===== config.mk =====
export PLATFORM = sky130hd
export DESIGN_NAME = mult_div_unit
export DESIGN_NICKNAME = d
export VERILOG_FILES = /design/src/rtl/mult_div_unit.sv
export SDC_FILE = /design/constraint.sdc
export NUM_CORES = 1
export LEC_CHECK = 0
export BUFFER_PORTS_ARGS = -buffer_cell sky130_fd_sc_hd__clkbuf_2
export CAP_MARGIN = 10
export CORE_MARGIN = 4
export CORE_UTILIZATION = 45
export CTS_CLUSTER_SIZE = 20
export DETAILED_ROUTE_END_ITERATION = 10
export GPL_ROUTABILITY_DRIVEN = 0
export HOLD_SLACK_MARGIN = 0.08
export MAX_ROUTING_LAYER = met4
export PLACE_DENSITY = 0.61
export SLEW_MARGIN = 20
export SYNTH_ARGS = -nofsm -noshare
export SYNTH_HDL_FRONTEND = slang
export SYNTH_SLANG_ARGS = --single-unit

===== constraint.sdc =====
create_clock -name clk -period 4.1 [get_ports clk]
set_input_delay 0.82 -clock clk [delete_from_list [all_inputs] [get_ports clk]]
set_output_delay 0.82 -clock clk [all_outputs]
set_load 0.02 [all_outputs]

===== src/rtl/mult_div_unit.sv =====
// Iterative 32-bit multiply/divide unit producing the HI/LO pair for the execute stage.
// One shift/add (multiply) or restoring shift/subtract (divide) step per cycle on magnitudes.
module mult_div_unit #(
    parameter int unsigned WIDTH = 32,
    parameter int unsigned ITER  = 32
) (
    input  logic             clk,
    input  logic             rst_n,
    input  logic             start,
    input  logic [1:0]       op,
    input  logic [WIDTH-1:0] inpA,
    input  logic [WIDTH-1:0] inpB,
    input  logic             mthi,
    input  logic             mtlo,
    input  logic [WIDTH-1:0] wdata,
    output logic             busy,
    output logic             done,
    output logic             div_by_zero,
    output logic [WIDTH-1:0] hi,
    output logic [WIDTH-1:0] lo
);

    localparam int unsigned CW = (ITER > 1) ? $clog2(ITER) : 1;

    typedef enum logic [1:0] {IDLE, CALC, FINISH} state_t;

    state_t               state_q, state_d;
    logic [CW-1:0]        cnt_q, cnt_d;
    logic [2*WIDTH-1:0]   acc_q, acc_d;
    logic [WIDTH-1:0]     opnd_q, opnd_d;
    logic [WIDTH-1:0]     orig_a_q, orig_a_d;
    logic                 div_q, div_d;
    logic                 neg_q, neg_d;
    logic                 rem_neg_q, rem_neg_d;
    logic                 dz_q, dz_d;
    logic [WIDTH-1:0]     hi_q, hi_d;
    logic [WIDTH-1:0]     lo_q, lo_d;
    logic                 busy_q, busy_d;
    logic                 done_q, done_d;
    logic                 dbz_q, dbz_d;

    logic                 sgn;
    logic [WIDTH-1:0]     a_mag, b_mag;
    logic [WIDTH:0]       mul_sum;
    logic [WIDTH:0]       div_shift, div_diff;
    logic [2*WIDTH-1:0]   prod;
    logic [WIDTH-1:0]     quo, rem;

    always_comb begin
        state_d   = state_q;
        cnt_d     = cnt_q;
        acc_d     = acc_q;
        opnd_d    = opnd_q;
        orig_a_d  = orig_a_q;
        div_d     = div_q;
        neg_d     = neg_q;
        rem_neg_d = rem_neg_q;
        dz_d      = dz_q;
        hi_d      = hi_q;
        lo_d      = lo_q;
        busy_d    = busy_q;
        done_d    = 1'b0;
        dbz_d     = 1'b0;

        sgn       = ~op[0];
        a_mag     = (sgn && inpA[WIDTH-1]) ? -inpA : inpA;
        b_mag     = (sgn && inpB[WIDTH-1]) ? -inpB : inpB;

        // Multiply: acc = {partial product, remaining multiplier bits}
        mul_sum   = {1'b0, acc_q[2*WIDTH-1:WIDTH]} + (acc_q[0] ? {1'b0, opnd_q} : '0);
        // Divide: acc = {partial remainder, dividend bits becoming quotient bits}
        div_shift = acc_q[2*WIDTH-1:WIDTH-1];
        div_diff  = div_shift - {1'b0, opnd_q};

        prod      = neg_q ? -acc_q : acc_q;
        quo       = neg_q ? -acc_q[WIDTH-1:0] : acc_q[WIDTH-1:0];
        rem       = rem_neg_q ? -acc_q[2*WIDTH-1:WIDTH] : acc_q[2*WIDTH-1:WIDTH];

        case (state_q)
            IDLE: begin
                if (start) begin
                    state_d   = CALC;
                    cnt_d     = '0;
                    busy_d    = 1'b1;
                    div_d     = op[1];
                    orig_a_d  = inpA;
                    opnd_d    = op[1] ? b_mag : a_mag;
                    acc_d     = {{WIDTH{1'b0}}, (op[1] ? a_mag : b_mag)};
                    neg_d     = sgn && (inpA[WIDTH-1] ^ inpB[WIDTH-1]);
                    rem_neg_d = sgn && inpA[WIDTH-1];
                    dz_d      = op[1] && (inpB == '0);
                end else begin
                    if (mthi) hi_d = wdata;
                    if (mtlo) lo_d = wdata;
                end
            end
            CALC: begin
                if (div_q) begin
                    acc_d = div_diff[WIDTH]
                          ? {div_shift[WIDTH-1:0], acc_q[WIDTH-2:0], 1'b0}
                          : {div_diff[WIDTH-1:0],  acc_q[WIDTH-2:0], 1'b1};
                end else begin
                    acc_d = {mul_sum, acc_q[WIDTH-1:1]};
                end
                cnt_d = cnt_q + 1'b1;
                if (cnt_q == CW'(ITER - 1)) state_d = FINISH;
            end
            FINISH: begin
                state_d = IDLE;
                busy_d  = 1'b0;
                done_d  = 1'b1;
                if (dz_q) begin
                    hi_d  = orig_a_q;
                    lo_d  = '1;
                    dbz_d = 1'b1;
                end else if (div_q) begin
                    hi_d = rem;
                    lo_d = quo;
                end else begin
                    hi_d = prod[2*WIDTH-1:WIDTH];
                    lo_d = prod[WIDTH-1:0];
                end
            end
            default: state_d = IDLE;
        endcase
    end

    always_ff @(posedge clk) begin
        if (!rst_n) begin
            state_q   <= IDLE;
            cnt_q     <= '0;
            acc_q     <= '0;
            opnd_q    <= '0;
            orig_a_q  <= '0;
            div_q     <= 1'b0;
            neg_q     <= 1'b0;
            rem_neg_q <= 1'b0;
            dz_q      <= 1'b0;
            hi_q      <= '0;
            lo_q      <= '0;
            busy_q    <= 1'b0;
            done_q    <= 1'b0;
            dbz_q     <= 1'b0;
        end else begin
            state_q   <= state_d;
            cnt_q     <= cnt_d;
            acc_q     <= acc_d;
            opnd_q    <= opnd_d;
            orig_a_q  <= orig_a_d;
            div_q     <= div_d;
            neg_q     <= neg_d;
            rem_neg_q <= rem_neg_d;
            dz_q      <= dz_d;
            hi_q      <= hi_d;
            lo_q      <= lo_d;
            busy_q    <= busy_d;
            done_q    <= done_d;
            dbz_q     <= dbz_d;
        end
    end

    assign busy        = busy_q;
    assign done        = done_q;
    assign div_by_zero = dbz_q;
    assign hi          = hi_q;
    assign lo          = lo_q;

endmodule


# Word level (Yosys, flattened, before mapping)
# Index checks and enable logic that the tools add are counted.
[classes] mux=31 addsub=8 bitwise=2 reduce_logical=15 eq_ne=8
[op_table] op="$mux 32" count=15
[op_table] op="$mux 64" count=4
[op_table] op="$neg 32->32" count=4
[op_table] op="$pmux 32 s2" count=2
[op_table] op="$pmux 64 s2" count=1
[op_table] op="$neg 64->64" count=1
[op_table] op="$add 32x32->33" count=1
[op_table] op="$sub 33x32->33" count=1
[op_table] op="$logic_not 32->1" count=1
[op_table] op="$ne 2x2->1 const B" count=5
[op_table] op="$pmux 5 s2" count=1
[op_table] op="$reduce_and 2->1" count=5
[op_table] op="$reduce_and 3->1" count=2
[op_table] op="$add 5x1->5 const B" count=1
[op_table] op="$eq 5x5->1 const B" count=1
[op_table] op="$mux 5" count=1
[op_table] op="$logic_and 1x1->1" count=4
[op_table] op="$mux 2" count=2
[op_table] op="$pmux 2 s2" count=1
[op_table] op="$reduce_bool 2->1" count=2
[op_table] op="$mux 1" count=3
[op_table] op="$eq 2x1->1 const B" count=1
[op_table] op="$eq 2x2->1 const B" count=1
[op_table] op="$logic_not 2->1" count=1
[op_table] op="3 further kinds" count=3
[totals] ff_bits=206 input_bits=103 output_inout_bits=67 word_cells=78

# Longest topological paths before layout
[logic_depth] ltp_word=6 mapped_depth=16 ltp_nobuf=14

# Worst setup path after synthesis
# Ideal clock, no wire load.
[synth_path] path_type="reg2reg" startpoint="register acc_q[0]" endpoint="register acc_q[63]" t_arrival_ns=3.070 path_stages_with_launch=16 synth_period_minus_slack_ns=3.162 required_ns=4.008 setup_slack_ns=0.938 path_buffers=1 setup_time_ns=0.092 cell_sequence="dfxtp_1 -> clkbuf_1 -> and2_1 -> ha_1 -> inv_1 -> fa_1 -> nor2b_1 -> o31a_1 -> o21a_1 -> o21a_1 -> a31oi_1 -> o311ai_0 -> a41oi_1 -> o221ai_1 -> a21oi_1 -> nor4_1"
[synth_between] elab_chain_len=4
[synth_rtl] item="start, declared" line_no="29" source="logic [2*WIDTH-1:0] acc_q, acc_d;"
[synth_rtl] item="start signal, assigned" line_no="132" source="acc_q <= '0;"
[synth_rtl] item="start signal, assigned" line_no="147" source="acc_q <= acc_d;"
[synth_rtl] item="$mux 32" line_no="70" source="mul_sum = {1'b0, acc_q[2*WIDTH-1:WIDTH]} + (acc_q[0] ? {1'b0, opnd_q} : '0);"
[synth_rtl] item="$add 32x32->33" line_no="70"
[synth_rtl] item="$mux 64" line_no="98" source="if (div_q) begin"
[synth_rtl] item="$pmux 64 s2" line_no="79" source="case (state_q)"
# Every way passes these cells.
# A chain may end at the register's enable or synchronous reset.

# Worst setup path in the final report
# Ends and elaborated chain as after synthesis.

==> metrics.csv <==
metric;value;unit
outcome;finished clean;
period_needed;3.738;ns
dpl_cell_area;17030;um2
timing.critical_path.fanout_max;8;
finalWirelength;61.41;mm
grt_pass1_vias;15312;
p_comb_share;28.9;%
cts-hold-fix-buffers;0;
finClkSkew;0.02897;ns
route.detailed.wl_per_inst;22.37;um
finalCoreUtilization;51.77;%
cts-root-buf;clkbuf_16;
final_antenna_net_count;0;
cts-resized-gates;0;
antenna_found_initial;2;
place.detailed.hpwl;47.18;mm
yosys_register_bits;206;
worst_setup_timing_slack_at_the_placement_stage;0.4873;ns
grt-ovfl-total;0;
finalCritPeriodShare;91.16;%
top_cells_by_instance_count_after_synthesis;nand2_1 (312), a21oi_1 (266), dfxtp_1 (206), nor2_1 (202), o21ai_0 (144);
grtUsageTotal;31.29;%
layoutNonFillerInstCount;2745;
cts-htree-levels;1;
cp.required;4.55;ns
area_growth;13.61;%
tritoncts.num_buffers;25;
postSynthAreaPerCell;7.237;um2
cell_taking_the_most_area_after_synthesis;dfxtp_1;
die-height;195.0;um
register_area_share_after_synthesis;26.20;%
floorplan.die_area;38030;um2
drive_above_1_share;12.81;%
critical_path.endpoint_type;flop;
synth_largest_type_area_fraction;26.20;%
worst_setup_path_start_kind;flop;
min-delay-path-class;flop to flop;
synthesized_instance_count;2175;
tightest_slew;0.9930;ns
postCtsSetupBuffers;0;
worst_relative_slew_slack;33.80;%
design.portCount;170;
max-vdd-ir-drop;0.2773;mV
share_seq_of_total_power;35.2;%
clock-sinks;206;
detail_route.first_pass.iterations;5;
switching_share;36.01;%
dp.cells;2699;
netlist_area;15740;um2
timing.hold.ws;0.4519;ns
fill_cells;3480;
initial_utilization;45.57;%
p_leak;7.051;nW
grt_setup_unrepaired;no;
post-synth-top-count-cell;nand2_1;
synth_edf_count;0;
path_class;flop to flop;
net_load_switching_power;2.342;mW
clk_latency;0.56;ns
rows;68;
cp_data_arrival_time;4.19;ns
detail_route.drc_violations;0;
drv.max_cap_violation_count;0;
drtIter0Drc;1781;
pin_count_of_the_biggest_net_entering_global_routing;108;
post_synth_num_cell_types;81;
report.power.total;6.504;mW
internal_power;4.161;mW
finalWorstSetupSlack;0.3624;ns
synth-async-reset-ratio;0;%
core-area;34540;um2
setup-tns-final;0;ns
fmax;267.5;MHz
syn_nets;2350;
clock_power_share;35.9;%
grt_pass1_wl;92.74;mm
cts.reportedPaths.clkPinSlew;0.06;ns
report.final.slew_viol_count;0;
dr_total_vias;17060;
ys_top_cells_by_area;dfxtp_1 (26%), a21oi_1 (8.5%), nand2_1 (7.4%);
final-hold-violation-count;0;
finalSetupViolations;0;
route.detailed.vias_per_inst;6.215;
port_buffers;169;
synth_top_flop_cell;dfxtp_1;
cts_tree;yes;
layout.cell_area.non_filler;17880;um2
cts_buffer_depth;3;
power_density;363.7;nW/um2
dieWidth;195.0;um
synth_warnings;0;
num-nets-final;2446;
worst max-delay path, stage by stage (launching register included):
cell	delay, ns
dfxtp_1	0.44
and2_1	0.17
ha_1	0.16
inv_1	0.05
fa_1	0.40
nor2b_1	0.18
o31a_1	0.16
o21a_1	0.16
o21a_1	0.20
a31oi_1	0.19
o311ai_0	0.73
a41oi_1	0.26
o221ai_1	0.22
a21oi_1	0.09
nor4_1	0.21
layout make-up:
type,count,area (um2),share of cell area [%]
multi-input cells,1754,10830,60.59
flip-flops and latches,206,4129,23.09
repair buffers,217,1244,6.955
clock buffers,32,713.2,3.988
well taps,455,569.3,3.184
inverters,67,254.0,1.420
clock inverters,12,133.9,0.7487
diodes,2,5.005,0.02799
layer usage:
layer  vias to the layer above  GRT usage (%)  wire, um
met3                       101          4.055      5665
met5                         -              -         0
met2                       844          44.59     25770
li1                       8041              -         -
met1                      8074          46.32     27960
met4                         0          8.999      2023
kinds of logic after synthesis:
family	after synthesis	synth area share, %
muxes	51	3.259
DFF	206	26.20
AOI/OAI and AO/OA	731	29.18
buffers and inverters	215	5.262
adders and majority gates	72	5.819
xor gates and xnor gates	172	9.571
and+or+nand+nor	728	20.71
registers in the layout, indices dropped and copies added (netlist names):
name,count
acc_q,64
busy,1
cnt_q,5
div_by_zero,1
div_q,1
done,1
dz_q,1
hi,32
lo,32
neg_q,1
opnd_q,32
orig_a_q,32
rem_neg_q,1
state_q,2
final timing paths:
| kind | from | to | slack [ns] | cells after the start |
|---|---|---|---|---|
| worst max register to register | acc_q[0]$_SDFFE_PN0P_ | acc_q[63]$_SDFFE_PN0P_ | 0.36 | 14 |
| worst max-delay path | acc_q[0]$_SDFFE_PN0P_ | acc_q[63]$_SDFFE_PN0P_ | 0.36 | 14 |
| worst min-delay path | lo[19]$_SDFFE_PN0P_ | lo[19]$_SDFFE_PN0P_ | 0.45 | 2 |
| worst min register to register | lo[19]$_SDFFE_PN0P_ | lo[19]$_SDFFE_PN0P_ | 0.45 | 2 |
cell usage in the layout (no fill, tap or decap), drive strengths merged, types with 12 or more instances in the layout:
cell type / instances
nor2b: 16
dfxtp: 206
o31ai: 22
nand2: 312
buf: 48
nor4: 18
xnor2: 105
mux2i: 49
a21oi: 266
a211oi: 61
ha: 70
a21o: 20
a31oi: 20
o211ai: 50
xor2: 67
and3: 16
nor2: 202
nand2b: 20
o221ai: 42
nand3: 40
clkbuf: 201
inv: 68
nor3: 48
o21ai: 150
o41ai: 12
power by group through the flow:
stage,combinational [mW],clock [mW],sequential (mW)
floorplan,1.22,0,2.29
global placement,1.82,0,2.32
detailed placement,1.83,0,2.33
CTS,1.84,2.35,2.28
global route,2.02,2.43,2.30
finish,1.88,2.33,2.29
Power figures use the tool's default switching activity.
